`config.mk`:
```
export PLATFORM = sky130hd
export DESIGN_NAME = zad7988_averager
export DESIGN_NICKNAME = d
export VERILOG_FILES = /design/src/rtl/zad7988_pkg.sv /design/src/rtl/zad7988_averager_fifo.sv /design/src/rtl/zad7988_averager.sv
export SDC_FILE = /design/constraint.sdc
export NUM_CORES = 1
export LEC_CHECK = 0
export ABC_CLOCK_PERIOD_IN_PS = 5400
export BUFFER_PORTS_ARGS = -buffer_cell sky130_fd_sc_hd__buf_4
export CAP_MARGIN = 0
export CELL_PAD_IN_SITES_DETAIL_PLACEMENT = 1
export CELL_PAD_IN_SITES_GLOBAL_PLACEMENT = 1
export CORE_UTILIZATION = 54
export DETAILED_ROUTE_END_ITERATION = 16
export PLACE_DENSITY = 0.89
export SYNTH_ARGS = -nofsm -noshare
export SYNTH_HDL_FRONTEND = slang
export SYNTH_HIERARCHICAL = 1
export SYNTH_SLANG_ARGS = --single-unit
```
`constraint.sdc`:
```
create_clock -name iClk -period 5.4 [get_ports iClk]
set_input_delay 0.54 -clock iClk [delete_from_list [all_inputs] [get_ports iClk]]
set_output_delay 0.54 -clock iClk [all_outputs]
set_load 0.02 [all_outputs]
```
`src/rtl/zad7988_pkg.sv`:
```
// zad7988_pkg: shared definitions for the AD7988 averaging stage.
//   ADC_W                 sample width of the AD7988 stream
//   LOG2_N_MIN/MAX        legal range of the averaging exponent
//   LOG2_DEPTH_MIN/MAX    legal range of the result FIFO depth exponent
//   params_legal()        elaboration-time range check used by the top
package zad7988_pkg;

  localparam int ADC_W          = 16;
  localparam int LOG2_N_MIN     = 0;
  localparam int LOG2_N_MAX     = 8;
  localparam int LOG2_DEPTH_MIN = 1;
  localparam int LOG2_DEPTH_MAX = 6;

  function automatic logic params_legal(input int log2_n, input int log2_depth);
    return (log2_n >= LOG2_N_MIN) && (log2_n <= LOG2_N_MAX) &&
           (log2_depth >= LOG2_DEPTH_MIN) && (log2_depth <= LOG2_DEPTH_MAX);
  endfunction

endpackage

```
`src/rtl/zad7988_averager_fifo.sv`:
```
// zsync_fifo: synchronous FIFO with a registered head word.
//   clk, rst    clock, asynchronous active-high reset
//   push, wdata write request and data (ignored when full unless popping)
//   pop         read request (ignored when empty)
//   rdata       registered head of the queue
//   empty, full occupancy flags
//   fill        occupancy 0..2^LOG2_DEPTH
// Pointers carry one extra wrap bit so full and empty are distinguishable.
module zsync_fifo #(
  parameter int WIDTH      = 16,
  parameter int LOG2_DEPTH = 2
) (
  input  logic                  clk,
  input  logic                  rst,
  input  logic                  push,
  input  logic [WIDTH-1:0]      wdata,
  input  logic                  pop,
  output logic [WIDTH-1:0]      rdata,
  output logic                  empty,
  output logic                  full,
  output logic [LOG2_DEPTH:0]   fill
);

  localparam int DEPTH = 1 << LOG2_DEPTH;

  logic [WIDTH-1:0]    mem [DEPTH];
  logic [LOG2_DEPTH:0] wr_ptr;
  logic [LOG2_DEPTH:0] rd_ptr;
  logic [LOG2_DEPTH:0] wr_ptr_nxt;
  logic [LOG2_DEPTH:0] rd_ptr_nxt;
  logic                do_push;
  logic                do_pop;

  assign fill    = wr_ptr - rd_ptr;
  assign empty   = (wr_ptr == rd_ptr);
  assign full    = (wr_ptr[LOG2_DEPTH] != rd_ptr[LOG2_DEPTH]) &&
                   (wr_ptr[LOG2_DEPTH-1:0] == rd_ptr[LOG2_DEPTH-1:0]);
  assign do_pop  = pop && !empty;
  // A pop frees the slot in the same cycle, so a push into a full FIFO is still taken.
  assign do_push = push && (!full || do_pop);

  always_comb begin
    wr_ptr_nxt = wr_ptr + {{LOG2_DEPTH{1'b0}}, do_push};
    rd_ptr_nxt = rd_ptr + {{LOG2_DEPTH{1'b0}}, do_pop};
  end

  always_ff @(posedge clk) begin
    if (do_push) begin
      mem[wr_ptr[LOG2_DEPTH-1:0]] <= wdata;
    end
  end

  // Head register: when the next head is the slot being written this cycle,
  // forward wdata since mem is not updated until the same edge.
  always_ff @(posedge clk or posedge rst) begin
    if (rst) begin
      wr_ptr <= '0;
      rd_ptr <= '0;
      rdata  <= '0;
    end else begin
      wr_ptr <= wr_ptr_nxt;
      rd_ptr <= rd_ptr_nxt;
      if (wr_ptr_nxt != rd_ptr_nxt) begin
        if (do_push && (rd_ptr_nxt[LOG2_DEPTH-1:0] == wr_ptr[LOG2_DEPTH-1:0])) begin
          rdata <= wdata;
        end else begin
          rdata <= mem[rd_ptr_nxt[LOG2_DEPTH-1:0]];
        end
      end
    end
  end

endmodule

```
`src/rtl/zad7988_averager.sv`:
```
// zad7988_averager: boxcar-averages every 2^LOG2_N accepted ADC samples and
// queues the truncated means in a small FIFO with a valid/ready output.
//   iClk, iRst            clock, asynchronous active-high reset
//   iEn                   enable; low clears the partial average
//   iData, iDataValid     sample stream from the ADC controller
//   oAvg, oAvgValid       FIFO head and non-empty flag
//   iAvgReady             consumer accepts oAvg
//   oFill                 FIFO occupancy
//   oOverrun, iClrOvr     sticky dropped-result flag and its clear
module zad7988_averager
  import zad7988_pkg::*;
#(
  parameter int LOG2_N     = 4,
  parameter int LOG2_DEPTH = 2
) (
  input  logic                  iClk,
  input  logic                  iRst,
  input  logic                  iEn,
  input  logic [ADC_W-1:0]      iData,
  input  logic                  iDataValid,
  output logic [ADC_W-1:0]      oAvg,
  output logic                  oAvgValid,
  input  logic                  iAvgReady,
  output logic [LOG2_DEPTH:0]   oFill,
  output logic                  oOverrun,
  input  logic                  iClrOvr
);

  localparam int ACC_W = ADC_W + LOG2_N;
  localparam int CNT_W = (LOG2_N > 0) ? LOG2_N : 1;
  // With LOG2_N = 0 this is 0, so every accepted sample is the last one.
  localparam logic [CNT_W-1:0] CNT_LAST = CNT_W'((1 << LOG2_N) - 1);

  if (!params_legal(LOG2_N, LOG2_DEPTH)) begin : g_bad_params
    $error("zad7988_averager: LOG2_N or LOG2_DEPTH out of range");
  end

  logic [ACC_W-1:0] acc;
  logic [ACC_W-1:0] sum;
  logic [CNT_W-1:0] cnt;
  logic             accept;
  logic             last;
  logic             push;
  logic             pop;
  logic             drop;
  logic             fifo_empty;
  logic             fifo_full;
  logic [ADC_W-1:0] result;

  assign accept = iEn && iDataValid;
  assign last   = (cnt == CNT_LAST);
  assign sum    = acc + ACC_W'(iData);
  assign result = ADC_W'(sum >> LOG2_N);
  assign push   = accept && last;
  assign pop    = iAvgReady && !fifo_empty;
  assign drop   = push && fifo_full && !pop;

  // Accumulator and sample counter; disable discards any partial sum.
  always_ff @(posedge iClk or posedge iRst) begin
    if (iRst) begin
      acc <= '0;
      cnt <= '0;
    end else if (!iEn) begin
      acc <= '0;
      cnt <= '0;
    end else if (accept) begin
      if (last) begin
        acc <= '0;
        cnt <= '0;
      end else begin
        acc <= sum;
        cnt <= cnt + {{(CNT_W-1){1'b0}}, 1'b1};
      end
    end
  end

  // Sticky overrun; a drop in the same cycle wins over the clear.
  always_ff @(posedge iClk or posedge iRst) begin
    if (iRst) begin
      oOverrun <= 1'b0;
    end else if (drop) begin
      oOverrun <= 1'b1;
    end else if (iClrOvr) begin
      oOverrun <= 1'b0;
    end
  end

  zsync_fifo #(
    .WIDTH      (ADC_W),
    .LOG2_DEPTH (LOG2_DEPTH)
  ) u_fifo (
    .clk   (iClk),
    .rst   (iRst),
    .push  (push),
    .wdata (result),
    .pop   (iAvgReady),
    .rdata (oAvg),
    .empty (fifo_empty),
    .full  (fifo_full),
    .fill  (oFill)
  );

  assign oAvgValid = !fifo_empty;

endmodule
```
==> metrics.txt <==
# TYPE chip_impl_metric gauge
chip_impl_metric{name="synth-edff-count",unit=""} 64
chip_impl_metric{name="combPwrFrac",unit=""} 0.499
chip_impl_info{name="reg2reg_to",value="u_fifo/rdata[5]$_DFFE_PP0P_"} 1
chip_impl_metric{name="io_pins",unit=""} 43
chip_impl_metric{name="pwr-share-clk",unit=""} 0.163
chip_impl_metric{name="yosys.area_share.adder",unit=""} 0.05742
chip_impl_metric{name="post-cts-setup-buffer-count",unit=""} 0
chip_impl_metric{name="post_detailed_route_via_to_cell_ratio",unit=""} 6.114
chip_impl_metric{name="post_route_cells_drive_above_1_share",unit=""} 0.2332
chip_impl_info{name="grt_setup_unrepaired",value="false"} 1
chip_impl_info{name="synth_top_family_by_area",value="compound AO/OA/AOI/OAI gates"} 1
chip_impl_metric{name="synth.area.mux_share",unit=""} 0.07013
chip_impl_metric{name="remaining_drc_errors",unit=""} 0
chip_impl_metric{name="maxSlewHeadroom",unit=""} 0.1544
chip_impl_metric{name="grt_antenna_before_repair",unit=""} 0
chip_impl_metric{name="place.detailed.hpwl",unit="um"} 9125
chip_impl_info{name="reg2reg_from",value="u_fifo/wr_ptr[0]$_DFF_PP0_"} 1
chip_impl_metric{name="antenna_cells",unit=""} 0
chip_impl_metric{name="global_route_wire_length_before_repair",unit="um"} 21740
chip_impl_metric{name="synth_simple_gate_area_share",unit=""} 0.09007
chip_impl_metric{name="first_global_vias",unit=""} 4039
chip_impl_metric{name="fp.dieH",unit="um"} 104.8
chip_impl_metric{name="ys_seq_area_frac",unit=""} 0.5426
chip_impl_metric{name="sw_frac_of_total",unit=""} 0.3871
chip_impl_metric{name="grt_start_max_net_pins",unit=""} 33
chip_impl_metric{name="maxClockFrequency",unit="GHz"} 0.2355
chip_impl_metric{name="row_count",unit=""} 37
chip_impl_metric{name="avgSynthCellArea",unit="sq um"} 13.09
chip_impl_metric{name="total_of_endpoints_with_negative_setup_slack_in_the_final_report",unit=""} 0
chip_impl_metric{name="dieWidth",unit="um"} 104.8
chip_impl_info{name="status",value="completed"} 1
chip_impl_metric{name="finalPower",unit="uW"} 3313
chip_impl_info{name="cts_tree",value="done"} 1
chip_impl_metric{name="critical_path_peak_fanout",unit=""} 32
chip_impl_metric{name="asyncSetResetFlopFracSynth",unit=""} 0.4234
chip_impl_info{name="clock_tree.root_cell",value="sky130_fd_sc_hd__clkbuf_8"} 1
chip_impl_metric{name="global_route.usage.total",unit=""} 0.2588
chip_impl_info{name="commonest_cells_post_synth",value="64 x sky130_fd_sc_hd__edfxtp_1, 47 x sky130_fd_sc_hd__dfrtp_1, 31 x sky130_fd_sc_hd__a21oi_1"} 1
chip_impl_metric{name="vias",unit=""} 3742
chip_impl_metric{name="cts_hold_repair.buffers",unit=""} 0
chip_impl_metric{name="finish.utilization",unit=""} 0.6152
chip_impl_metric{name="postSynthCellCount",unit=""} 436
chip_impl_info{name="worstHoldPathType",value="input port to async pin"} 1
chip_impl_metric{name="net_count_synth",unit=""} 483
chip_impl_metric{name="routedWlPerCell",unit="um"} 21.42
chip_impl_metric{name="drt_first_pass_iters",unit=""} 4
chip_impl_metric{name="power.internal",unit="uW"} 2031
chip_impl_metric{name="tightest_slew",unit="ns"} 1.265
chip_impl_metric{name="total_of_max_cap_violations",unit=""} 0
chip_impl_metric{name="syn-cell-area",unit="sq um"} 5709
chip_impl_metric{name="fin_skew",unit="ns"} 0.01007
chip_impl_metric{name="p_leak",unit="uW"} 0.002456
chip_impl_info{name="synthTopCellsByArea",value="sky130_fd_sc_hd__edfxtp_1 34%, sky130_fd_sc_hd__dfrtp_1 21%, sky130_fd_sc_hd__mux4_2 6.3%"} 1
chip_impl_metric{name="max-vdd-ir-drop",unit="uV"} 325.9
chip_impl_metric{name="worst-r2r-setup-slack",unit="ns"} 1.15
chip_impl_metric{name="timing_hold_violations_final",unit=""} 0
chip_impl_metric{name="final.period_utilization",unit=""} 0.7865
chip_impl_metric{name="htreeDepth",unit=""} 3
chip_impl_info{name="synthFlopType",value="sky130_fd_sc_hd__edfxtp_1"} 1
chip_impl_metric{name="post-route-min-period",unit="ns"} 4.247
chip_impl_metric{name="cts_max_path_buffers",unit=""} 2
chip_impl_info{name="startpoint_type",value="flip-flop"} 1
chip_impl_metric{name="finalWirelength",unit="um"} 13110
chip_impl_metric{name="number_of_nets_in_the_finished_design",unit=""} 518
chip_impl_metric{name="worstRegToRegCells",unit=""} 11
chip_impl_metric{name="post_cts_resized",unit=""} 0
chip_impl_metric{name="timing.critical_path.arrival",unit="ns"} 4.50
chip_impl_metric{name="drt_first_iter_violations",unit=""} 99
chip_impl_metric{name="numPortBuffers",unit=""} 42
chip_impl_metric{name="layout-area-overhead-vs-synth",unit="%"} 10.74
chip_impl_metric{name="die-area",unit="sq um"} 10990
chip_impl_info{name="synth_top_area_cell",value="sky130_fd_sc_hd__edfxtp_1"} 1
chip_impl_metric{name="yosys_register_bits",unit=""} 111
chip_impl_metric{name="path_clk_slew",unit="ns"} 0.10
chip_impl_metric{name="net_switching_power_of_the_design",unit="uW"} 1282
chip_impl_metric{name="power-per-cell-area",unit="nW/um^2"} 524.0
chip_impl_metric{name="grt_remaining_overflow",unit=""} 0
chip_impl_metric{name="synth_compound_gate_area_share",unit=""} 0.1574
chip_impl_info{name="leading_cell_type_by_number_of_instances_after_synthesis",value="sky130_fd_sc_hd__edfxtp_1"} 1
chip_impl_metric{name="placed_cells_incl_taps",unit=""} 596
chip_impl_metric{name="floorplan.initialDensity",unit=""} 0.5555
chip_impl_metric{name="route.antenna.remaining_nets",unit=""} 0
chip_impl_info{name="path_class",value="flip-flop to flip-flop"} 1
chip_impl_metric{name="cts_made_buffers",unit=""} 9
chip_impl_metric{name="worst_ep_required_time",unit="ns"} 5.65
chip_impl_metric{name="clkLatencyLatePin",unit="ns"} 0.38
chip_impl_metric{name="placer_s_final_routability_congestion_estimate",unit=""} 0.8279
chip_impl_metric{name="yosys_warnings",unit=""} 6
chip_impl_metric{name="timing.hold.ws",unit="ns"} 0.3231
chip_impl_metric{name="drv_slew",unit=""} 0
chip_impl_metric{name="synth.top_cell.area_share",unit=""} 0.3366
chip_impl_info{name="cp_capture_type",value="flip-flop"} 1
chip_impl_metric{name="yosys.cell_types.count",unit=""} 51
chip_impl_metric{name="timing.setup.tns",unit="ns"} 0
chip_impl_metric{name="coreArea",unit="sq um"} 10280
chip_impl_metric{name="clock_sink_count",unit=""} 111
chip_impl_metric{name="instances_no_fill",unit=""} 612
chip_impl_metric{name="synth-xor-area-share",unit=""} 0.04953
chip_impl_metric{name="seq_power_share",unit=""} 0.338
-- power by group through the flow --
stage               clock, uW  combinational [uW]  sequential (uW)
floorplan                   0                1200             1190
global placement            0                1550             1130
detailed placement          0                1640             1140
CTS                       547                1660             1120
global route              576                1780             1130
finish                    541                1650             1120
-- stage by stage --
stage               instance area, sq um  setup WS [ns]
floorplan                           5709          2.441
global placement                    6115          1.560
detailed placement                  6115          1.191
CTS                                 6322          1.141
global route                        6322         0.7736
finish                              6322          1.153
-- kinds of logic (layout without fill, tap and decap cells) --
| logic type | Yosys count | in the layout |
|---|---|---|
| AO/OA/AOI/OAI | 119 | 119 |
| flip-flops | 111 | 111 |
| AND/OR/NAND/NOR | 94 | 94 |
| buffers and inverters | 39 | 79 |
| XOR/XNOR | 28 | 28 |
| adder cells (fa/ha/maj) | 25 | 25 |
| multiplexers | 20 | 20 |
-- final cells by class --
class	count	area, sq um
repair buffers	47	352.8
clock buffers	12	135.1
multi-input cells	286	2434
flip-flops and latches	111	3098
clock inverters	4	72.57
inverters	16	60.06
fillers	1055	3955
well taps	136	170.2
-- how the worst max path moves through the flow --
stage	from	to	slack (ns)	depth (start not counted)
floorplan	u_fifo/wr_ptr[0]$_DFF_PP0_	u_fifo/rdata[10]$_DFFE_PP0P_	2.44	13
global placement	u_fifo/wr_ptr[0]$_DFF_PP0_	u_fifo/rdata[15]$_DFFE_PP0P_	1.56	11
detailed placement	u_fifo/wr_ptr[0]$_DFF_PP0_	u_fifo/rdata[10]$_DFFE_PP0P_	1.19	11
CTS	u_fifo/wr_ptr[0]$_DFF_PP0_	u_fifo/rdata[10]$_DFFE_PP0P_	1.14	11
global route	u_fifo/wr_ptr[0]$_DFF_PP0_	u_fifo/rdata[5]$_DFFE_PP0P_	0.77	11
finish	u_fifo/wr_ptr[0]$_DFF_PP0_	u_fifo/rdata[5]$_DFFE_PP0P_	1.15	11
-- worst max-delay path, cell delays in order, from the launching register on --
cell and delay (ns):
sky130_fd_sc_hd__dfrtp_1 0.49, sky130_fd_sc_hd__inv_1 0.12, sky130_fd_sc_hd__ha_1 0.36, sky130_fd_sc_hd__nand3b_1 0.12, sky130_fd_sc_hd__o21ai_2 0.58, sky130_fd_sc_hd__inv_2 0.38
sky130_fd_sc_hd__ha_1 0.31, sky130_fd_sc_hd__ha_1 0.32, sky130_fd_sc_hd__xnor2_1 0.16, sky130_fd_sc_hd__nand2_1 0.71, sky130_fd_sc_hd__nor3_1 0.47, sky130_fd_sc_hd__a21oi_1 0.08
-- registers in the layout, summed over array words and instances (netlist names) --
name           cells
u_fifo/mem        64
acc               20
u_fifo/rdata      16
cnt                4
u_fifo/rd_ptr      3
u_fifo/wr_ptr      3
oOverrun           1
-- layer usage --
metal  track usage  routed length (um)
met4       0.07243                 173
met1        0.3559                5897
met5             0                   0
met3       0.04242                 499
met2        0.4276                6540
-- cells in the final DEF (no fill, tap or decap), types with 2 or more instances in the layout --
| cell | Yosys | final |
|---|---|---|
| sky130_fd_sc_hd__buf_4 | 4 | 47 |
| sky130_fd_sc_hd__mux2i_1 | 4 | 4 |
| sky130_fd_sc_hd__bufinv_16 | 0 | 2 |
| sky130_fd_sc_hd__nand2_1 | 17 | 17 |
| sky130_fd_sc_hd__nand3_1 | 7 | 7 |
| sky130_fd_sc_hd__a21oi_2 | 3 | 3 |
| sky130_fd_sc_hd__a31oi_1 | 3 | 3 |
| sky130_fd_sc_hd__o21ai_0 | 21 | 21 |
| sky130_fd_sc_hd__xor2_2 | 5 | 5 |
| sky130_fd_sc_hd__ha_1 | 23 | 23 |
| sky130_fd_sc_hd__o21ai_1 | 9 | 9 |
| sky130_fd_sc_hd__nor2b_1 | 3 | 3 |
| sky130_fd_sc_hd__clkbuf_8 | 0 | 9 |
| sky130_fd_sc_hd__and3_1 | 6 | 6 |
| sky130_fd_sc_hd__inv_2 | 2 | 2 |
| sky130_fd_sc_hd__a2bb2oi_2 | 14 | 14 |
| sky130_fd_sc_hd__a22o_1 | 13 | 13 |
| sky130_fd_sc_hd__nor2_1 | 8 | 8 |
| sky130_fd_sc_hd__a21oi_1 | 31 | 31 |
| sky130_fd_sc_hd__nor3_2 | 0 | 2 |
| sky130_fd_sc_hd__nor3_1 | 21 | 19 |
| sky130_fd_sc_hd__dfrtp_1 | 47 | 47 |
| sky130_fd_sc_hd__edfxtp_1 | 64 | 64 |
| sky130_fd_sc_hd__a2bb2oi_1 | 2 | 2 |
| sky130_fd_sc_hd__a221o_1 | 2 | 2 |
| sky130_fd_sc_hd__fa_1 | 2 | 2 |
| sky130_fd_sc_hd__or2_0 | 2 | 2 |
| sky130_fd_sc_hd__nor3b_1 | 16 | 16 |
| sky130_fd_sc_hd__xnor2_1 | 12 | 12 |
| sky130_fd_sc_hd__inv_1 | 14 | 14 |
| sky130_fd_sc_hd__o21ai_2 | 4 | 4 |
| sky130_fd_sc_hd__a21o_1 | 5 | 5 |
| sky130_fd_sc_hd__nand2b_1 | 3 | 3 |
| sky130_fd_sc_hd__mux4_2 | 16 | 16 |
| sky130_fd_sc_hd__nand4_1 | 5 | 5 |
| sky130_fd_sc_hd__and2_1 | 4 | 4 |
| sky130_fd_sc_hd__clkbuf_1 | 13 | 3 |
| sky130_fd_sc_hd__xor2_1 | 11 | 11 |
Power figures use the tool's default switching activity.
